===== config.mk =====
export PLATFORM = sky130hd
export DESIGN_NAME = demux4_12_seq_flat
export DESIGN_NICKNAME = d
export VERILOG_FILES = /design/src/rtl/demux4_12_seq_if.sv /design/src/rtl/demux4_12_seq.sv /design/src/flat_wrapper.sv
export SDC_FILE = /design/constraint.sdc
export NUM_CORES = 1
export LEC_CHECK = 0
export ABC_AREA = 1
export ABC_CLOCK_PERIOD_IN_PS = 5700
export CAP_MARGIN = 20
export CELL_PAD_IN_SITES_DETAIL_PLACEMENT = 0
export CELL_PAD_IN_SITES_GLOBAL_PLACEMENT = 2
export CORE_MARGIN = 3
export CORE_UTILIZATION = 29
export DETAILED_ROUTE_END_ITERATION = 10
export GPL_TIMING_DRIVEN = 0
export PLACE_DENSITY_LB_ADDON = 0.05
export SYNTH_ARGS = -nofsm -noshare
export SYNTH_HDL_FRONTEND = slang
export SYNTH_SLANG_ARGS = --single-unit

===== constraint.sdc =====
create_clock -name clk -period 5.7 [get_ports clk]
set_input_delay 0.57 -clock clk [delete_from_list [all_inputs] [get_ports clk]]
set_output_delay 0.57 -clock clk [all_outputs]
set_load 0.1 [all_outputs]

===== src/rtl/demux4_12_seq_if.sv =====
// Bus bundle for demux4_12_seq: muxed input word stream plus four channel outputs.
// With DEMUX4_SEL_EN defined an explicit slot select input `sel` is added.
interface demux4_12_seq_if #(parameter int WIDTH = 12);
    logic [WIDTH-1:0] d;
    logic             in_valid;
    logic             in_sof;
    logic             in_ready;
    logic [WIDTH-1:0] y0;
    logic [WIDTH-1:0] y1;
    logic [WIDTH-1:0] y2;
    logic [WIDTH-1:0] y3;
    logic [3:0]       y_valid;
    logic [3:0]       y_ready;
    logic [1:0]       slot;
    logic             frame_err;
`ifdef DEMUX4_SEL_EN
    logic [1:0]       sel;
`endif

    modport master (
`ifdef DEMUX4_SEL_EN
        output sel,
`endif
        output d, in_valid, in_sof, y_ready,
        input  in_ready, y0, y1, y2, y3, y_valid, slot, frame_err
    );

    modport slave (
`ifdef DEMUX4_SEL_EN
        input  sel,
`endif
        input  d, in_valid, in_sof, y_ready,
        output in_ready, y0, y1, y2, y3, y_valid, slot, frame_err
    );
endinterface


===== src/rtl/demux4_12_seq.sv =====
// Registered 1-to-4 time-division demultiplexer with per-channel valid/ready holding registers.
// Optional feature macro: DEMUX4_SEL_EN (explicit `sel` input replaces the slot counter).
module demux4_12_seq #(
    parameter int WIDTH = 12
) (
    input logic             clk,
    input logic             reset,
    demux4_12_seq_if.slave  bus
);

    logic [WIDTH-1:0] y_reg [4];
    logic [3:0]       valid_reg;
    logic [1:0]       tgt;
    logic             accept;
    logic [3:0]       load_mask;

`ifdef DEMUX4_SEL_EN
    logic unused_sof;

    assign unused_sof    = bus.in_sof;
    assign tgt           = bus.sel;
    assign bus.slot      = bus.sel;
    assign bus.frame_err = 1'b0;
`else
    logic [1:0] slot_reg;
    logic       err_reg;

    // A start-of-frame always forces the word into channel 0 and realigns the counter.
    assign tgt = bus.in_sof ? 2'd0 : slot_reg;

    always_ff @(posedge clk) begin
        if (reset) begin
            slot_reg <= 2'd0;
            err_reg  <= 1'b0;
        end else if (accept) begin
            slot_reg <= tgt + 2'd1;
            if (bus.in_sof && (slot_reg != 2'd0)) begin
                err_reg <= 1'b1;
            end
        end
    end

    assign bus.slot      = slot_reg;
    assign bus.frame_err = err_reg;
`endif

    // A full target channel still accepts when its consumer drains it on the same edge.
    assign bus.in_ready = !valid_reg[tgt] || bus.y_ready[tgt];
    assign accept       = bus.in_valid && bus.in_ready;
    assign load_mask    = 4'(accept) << tgt;

    always_ff @(posedge clk) begin
        if (reset) begin
            for (int i = 0; i < 4; i++) begin
                y_reg[i] <= '0;
            end
            valid_reg <= 4'b0000;
        end else begin
            valid_reg <= (valid_reg & ~bus.y_ready) | load_mask;
            if (accept) begin
                y_reg[tgt] <= bus.d;
            end
        end
    end

    assign bus.y0      = y_reg[0];
    assign bus.y1      = y_reg[1];
    assign bus.y2      = y_reg[2];
    assign bus.y3      = y_reg[3];
    assign bus.y_valid = valid_reg;

endmodule


===== src/flat_wrapper.sv =====
// flat-port wrapper written by rule: the top's interface ports become plain ports
module demux4_12_seq_flat 
#(
    parameter int WIDTH = 12
)
  (clk, reset, bus_d, bus_in_valid, bus_in_sof, bus_y_ready, bus_in_ready, bus_y0, bus_y1, bus_y2, bus_y3, bus_y_valid, bus_slot, bus_frame_err);
  demux4_12_seq_if #(.WIDTH(WIDTH)) bus_i ();
  input logic clk;
  input logic reset;
  input wire logic [$bits(bus_i.d)-1:0] bus_d;
  input wire logic [$bits(bus_i.in_valid)-1:0] bus_in_valid;
  input wire logic [$bits(bus_i.in_sof)-1:0] bus_in_sof;
  input wire logic [$bits(bus_i.y_ready)-1:0] bus_y_ready;
  output wire logic [$bits(bus_i.in_ready)-1:0] bus_in_ready;
  output wire logic [$bits(bus_i.y0)-1:0] bus_y0;
  output wire logic [$bits(bus_i.y1)-1:0] bus_y1;
  output wire logic [$bits(bus_i.y2)-1:0] bus_y2;
  output wire logic [$bits(bus_i.y3)-1:0] bus_y3;
  output wire logic [$bits(bus_i.y_valid)-1:0] bus_y_valid;
  output wire logic [$bits(bus_i.slot)-1:0] bus_slot;
  output wire logic [$bits(bus_i.frame_err)-1:0] bus_frame_err;
  assign bus_i.d = bus_d;
  assign bus_i.in_valid = bus_in_valid;
  assign bus_i.in_sof = bus_in_sof;
  assign bus_i.y_ready = bus_y_ready;
  assign bus_in_ready = bus_i.in_ready;
  assign bus_y0 = bus_i.y0;
  assign bus_y1 = bus_i.y1;
  assign bus_y2 = bus_i.y2;
  assign bus_y3 = bus_i.y3;
  assign bus_y_valid = bus_i.y_valid;
  assign bus_slot = bus_i.slot;
  assign bus_frame_err = bus_i.frame_err;
  demux4_12_seq #(.WIDTH(WIDTH)) u_core (.clk(clk), .reset(reset), .bus(bus_i));
endmodule

==> results.ini, run 1 <==
[synthesis]
post-synth-top-area-fraction_pct=69.0
synthCells=176
async_reset_ff_share_pct=0
synth-warning-count=0
synth.ff_latch_count=55
post-synth-top-count-cell=edfxtp_1
ys_seq_area_share_pct=75.7
syn-num-nets=196
synth.largest_area_cell=edfxtp_1
netlist_area_um2=2090
synthesis.area_per_instance_um2=11.9
synth_flop_cell=edfxtp_1
synth_edf_count=48
synth.top_cells.by_count=edfxtp_1, nor2_1, nand2_1, inv_1, dfxtp_1
ys_top_cells_by_area=edfxtp_1, nor2_1, dfxtp_1
synth_cell_type_count=19

[floorplan]
floorplan.initialDensity_pct=30.3
die_height_um=90.9
num_rows=30
floorplan.core_area_um2=6910
dieArea_um2=8260
io-pin-count=76
chipWidth_um=90.9

[sta]
grt_setup_unrepaired=no
timing_worst_slew_pin_value_ps=998
period_needed_ps=3340
fmaxAchievable_mhz=300
fin_tns_setup_ps=0
hold-worst-slack_ps=460
report.final.hold_viol_count=0
slew_headroom_pct=33.3
final.setup_skew_ps=4.28
timing.final.ws_setup_ps=2360
finalSetupViolations=0
layout_worst_path_cycle_share_pct=58.5
slew_viol_final=0

[clock_tree]
cts_buffer_depth=2
clk_root_buffer_cell=clkbuf_8
postCtsResizedCells=0
cts_post_setup_buffers_inserted=0
clock_sink_count=55
worst_skew_pair.late_latency_ps=300
postCtsHoldBufs=0
cts_tree=done
cts_inserted_buffers=5
clock_tree.htree_level_count=2
clock_transition_at_the_registers_of_the_reported_paths_ps=90

[detailed_routing]
final_antenna_net_count=0
drt-initial-drc-count=44
viasPerCell=4.00
drc_violation_count_after_routing=0
dr.pass1.iters=4
detailed_route_via_count=1419
routed_wire_length_per_instance_um=13.4
routed_wl_mm=4.74

[cells_and_area]
largest_register_ffs=48
finalNetCount=278
area_growth_pct=45.7
finalNonFillerCells=355
drive_above_1_share_pct=8.88
num_antenna_cells=0

[worst_setup_path]
setup.worst_path.start_class=primary input
worst-r2r-cell-count=9
timing_worst_setup_path_type=in -> out
worst-path-max-fanout=5
end_kind=output pin
worstPathArrival_ps=2770
cp_data_required_time_ps=5130

[power_and_ir_drop]
power_per_cell_area_nw_per_um2=308
worst_vdd_drop_mv=0.107
clock_network_power_share_pct=22.0
power.leakage_nw=1.21
pwr-share-comb_pct=28.2
netSwitchingFraction_pct=35.9
total_switching_power_w=0.000337
cellInternalPower_w=0.000602
design_power_total_w=0.000939
seq_power_share_pct=49.8

[grt]
antenna_found_initial=0
global_route.overflow_total=0
gr-usage-all-layers_pct=11.6
maximum_number_of_pins_on_one_net_before_global_route_repair=17
first_global_vias=1387
grt_first_pass_wirelength_mm=7.31

[outcome]
status=completed

[placement]
port_buffers=75
dp.cells=347
routabilityCongestion=0.742
dp_hpwl_mm=3.41
pre_cts_ws_ps=2390

[run]
max_cap_viol_count=0

[min_path]
hold_path.class=reg -> reg
hold_depth=2

[final timing paths]
check | from | to | slack, ps
worst max register to register | u_core.bus.slot[0]$_SDFFE_PP0P_ | u_core.y_reg[1][1]$_SDFFCE_PN0P_ | 3280
worst min-delay path | u_core.bus.frame_err$_SDFFE_PP0P_ | u_core.bus.frame_err$_SDFFE_PP0P_ | 460
worst max-delay path | bus_in_sof | bus_in_ready | 2360
worst min register to register | u_core.bus.frame_err$_SDFFE_PP0P_ | u_core.bus.frame_err$_SDFFE_PP0P_ | 460
[metal layers]
| layer | track usage (%) | vias up | routed length (µm) |
|---|---|---|---|
| met5 | 0 | - | 0 |
| met4 | 3.77 | 0 | 59 |
| met3 | 3.00 | 6 | 249 |
| met2 | 21.1 | 44 | 2440 |
| met1 | 13.3 | 643 | 1990 |
| li1 | - | 726 | - |
[area by class of cell]
type	count	area [µm²]
Clock buffer	6	72.6
Buffer	4	23.8
Sequential cell	55	1580
Clock inverter	2	12.5
Multi-Input combinational cell	93	394
Tap cell	96	120
Inverter	24	90.1
Fill cell	696	3860
Timing Repair Buffer	75	751
[per-stage QoR]
| step | cell area (µm²) | utilization, % |
|---|---|---|
| final | 3050 | 44.1 |
| after global routing | 3050 | 44.1 |
| after CTS | 3050 | 44.1 |
| after detailed placement | 2960 | 42.9 |
| after global placement | 2960 | 42.9 |
| after floorplan | 2090 | - |
[cell usage in the layout (no fill, tap or decap)]
master / instances
nor2_4: 1
a21oi_1: 3
inv_2: 6
clkbuf_8: 5
buf_6: 1
nand4_1: 1
o21ai_1: 1
nand2_4: 1
edfxtp_1: 48
clkinv_2: 1
nand3_2: 1
clkinvlp_4: 1
buf_2: 1
clkdlybuf4s50_1: 75
nand2_2: 2
inv_1: 17
clkinv_1: 1
nor2_1: 44
nand2_1: 33
clkbuf_1: 3
nand3_1: 3
nor2_2: 3
dfxtp_1: 7
[power groups by stage]
stage,registers (W),logic (W),clock network (W)
6_report,0.000467,0.000264,0.000207
5_1_grt,0.000470,0.000274,0.000231
4_1_cts,0.000468,0.000267,0.000214
3_5_place_dp,0.000477,0.000267,0
3_3_place_gp,0.000477,0.000267,0
2_1_floorplan,0.000637,0.0000377,0
[cell families after synthesis]
logic type | after synthesis | share of synthesized area (%)
simple gates | 89 | 17.9
flops | 55 | 75.7
buf+inv | 28 | 5.45
compound gates | 4 | 0.958
[worst max-delay path, cell delays in order]
cell,delay (ps)
clkdlybuf4s50_1,480
nor2_1,290
nand3_1,170
nand2_4,120
clkdlybuf4s50_1,1130
No activity file was read; power rests on OpenSTA's default activity.
==> run 2: changes to the inputs <==
- ABC_CLOCK_PERIOD_IN_PS: 5700 -> 2700
- CORE_UTILIZATION: 29 -> 24
- clock period: 5.7 -> 2.7 ns (I/O delays scaled with it)
==> results.ini, run 2 (synthesis gave the netlist of run 1 again) <==
[worst_setup_path]
setup.worst_path.start_class=primary input
worst-path-max-fanout=6  ; +1
worst_setup_path_startpoint=bus_in_sof
end_kind=output pin
cp_slowest_stage_delay_ps=860  ; -270 ps
critical_path.slowest_cell=dlygate4sd2_1
path_cells=clkdlybuf4s50_1 -> inv_2 -> nand3_2 -> nor2_1 -> nor2_2 -> nand2_4 -> dlygate4sd2_1
worstPathArrival_ps=2190  ; -580 ps
cp_data_required_time_ps=2430  ; -2700 ps
worstReg2RegStart=u_core.bus.slot[0]$_SDFFE_PP0P_
timing_worst_setup_path_type=in -> out

[clock_tree]
cts_tree=done
worst_skew_pair.late_latency_ps=300  ; about the same
cts_inserted_buffers=5  ; unchanged
cts_buffer_depth=2  ; unchanged
postCtsHoldBufs=0  ; unchanged
clock_sink_count=55  ; unchanged
clock_tree.htree_level_count=2  ; unchanged
clk_root_buffer_cell=clkbuf_8
clock_transition_at_the_registers_of_the_reported_paths_ps=100  ; about the same

[cells_and_area]
largest_register_ffs=48  ; unchanged
finalNetCount=278  ; unchanged
layout_common_cells=clkdlybuf4s50_1, edfxtp_1, nor2_1
num_antenna_cells=0  ; unchanged
drive_above_1_share_pct=10.1  ; +1.2 points
area_growth_pct=47.4
final_common_cell=clkdlybuf4s50_1

[sta]
layout_worst_path_cycle_share_pct=91.0
grt_setup_unrepaired=no
slew_headroom_pct=32.5  ; -0.78 points
timing_worst_slew_pin_value_ps=1010  ; +11.6 ps
fin_tns_setup_ps=0  ; unchanged
report.final.hold_viol_count=0  ; unchanged
fmaxAchievable_mhz=407
period_needed_ps=2460
final.setup_skew_ps=9.98  ; +5.69 ps
finalSetupViolations=0  ; unchanged
slew_viol_final=0  ; unchanged

[grt]
global_route.overflow_total=0  ; unchanged
gr-usage-all-layers_pct=10.9  ; -0.70 points
maximum_number_of_pins_on_one_net_before_global_route_repair=16  ; -1
antenna_found_initial=0  ; unchanged
grt_first_pass_wirelength_mm=8.14  ; +11%
first_global_vias=1487  ; +7.2%

[placement]
dp_hpwl_mm=3.76  ; +10%
routabilityCongestion=0.693  ; -6.6%
port_buffers=75  ; unchanged

[floorplan]
floorplan.core_area_um2=8340  ; +21%
num_rows=33  ; +10%
floorplan.initialDensity_pct=25.1  ; -5.2 points
io-pin-count=76  ; unchanged
die_height_um=99.3  ; +9.3%
chipWidth_um=99.3  ; +9.3%
dieArea_um2=9860  ; +19%

[power_and_ir_drop]
worst_vdd_drop_mv=0.209  ; +95%
power.leakage_nw=1.22  ; +0.83%
total_switching_power_w=0.000716  ; +110%
clock_network_power_share_pct=25.5  ; +3.5 points
power_per_cell_area_nw_per_um2=674  ; +120%
pwr-share-comb_pct=27.0  ; -1.2 points
design_power_total_w=0.00208  ; +120%
netSwitchingFraction_pct=34.5  ; -1.4 points
cellInternalPower_w=0.00136  ; +130%
seq_power_share_pct=47.6  ; -2.2 points

[detailed_routing]
dr.pass1.iters=4  ; unchanged
detailed_route_via_count=1432  ; +0.92%
routed_wire_length_per_instance_um=14.2  ; +6.1%
final_antenna_net_count=0  ; unchanged
viasPerCell=3.94  ; -1.3%
routed_wl_mm=5.14  ; +8.5%
drt-initial-drc-count=25  ; -43%
drc_violation_count_after_routing=0  ; unchanged

[min_path]
hp-start=u_core.bus.frame_err$_SDFFE_PP0P_
hold_path.class=reg -> reg

[run]
max_cap_viol_count=0  ; unchanged

[outcome]
status=completed

-- run 2: power groups by stage --
stage / Combinational, W / Sequential (W) / Clock, W
2_1_floorplan: 0.0000793 / 0.00134 / 0
3_3_place_gp: 0.000568 / 0.00101 / 0
3_5_place_dp: 0.000567 / 0.00101 / 0
4_1_cts: 0.000567 / 0.000990 / 0.000547
5_1_grt: 0.000583 / 0.000994 / 0.000588
6_report: 0.000561 / 0.000988 / 0.000529
-- run 2: path summary, 6_finish.rpt --
kind	endpoint	slack, ps	cells past startpoint
worst max-delay path	bus_in_ready	240	7
worst min-delay path	u_core.bus.frame_err$_SDFFE_PP0P_	480	2
worst max register to register	u_core.y_reg[2][5]$_SDFFCE_PN0P_	420	9
worst min register to register	u_core.bus.frame_err$_SDFFE_PP0P_	480	2
-- run 2: area by class of cell --
type                    instances  area, µm²
clock buffers                   6       72.6
well taps                     105        131
multi-input cells              93        399
plain buffers                   4       23.8
inverters                      24       90.1
repair buffers                 75        749
clock inverters                 1       30.0
flip-flops and latches         55       1580
fillers                       852       5260
-- run 2: timing repair --
item                                    in CTS  in global routing
gates resized for setup                      1                  2
pin swaps                                    0                  0
setup buffers                                0                  0
endpoints found under the setup margin       1                 24
-- run 2: critical path, delay by kind of cell --
kind	cells	cell delay [ps]
buf+inv	3	1460
simple gates	4	450
-- run 2: layer usage --
metal / GRT usage (%) / share of wire (%) / vias to the layer above
li1: - / - / 727
met4: 3.15 / 0.87 / 0
met3: 2.73 / 5.4 / 4
met1: 14.2 / 45 / 656
met2: 18.1 / 49 / 45
met5: 0 / 0 / -
-- run 2: stage by stage --
step / std cells / setup slack (ps) / utilization [%] / instance area [µm²] / hold slack (ps)
global placement: 356 / -235 / 35.7 / 2970 / 442
finish: 363 / 243 / 36.9 / 3080 / 476
global route: 363 / 90.1 / 36.9 / 3080 / 505
CTS: 363 / 87.6 / 36.9 / 3080 / 473
floorplan: 176 / 62.7 / - / 2090 / 332
detailed placement: 356 / -243 / 35.7 / 2970 / 457
==> run 3: changes to the inputs <==
- GPL_ROUTABILITY_DRIVEN: unset -> 1
==> results of run 3 <==
Same layout as run 2: the final DEF is identical, and so are final timing and power.
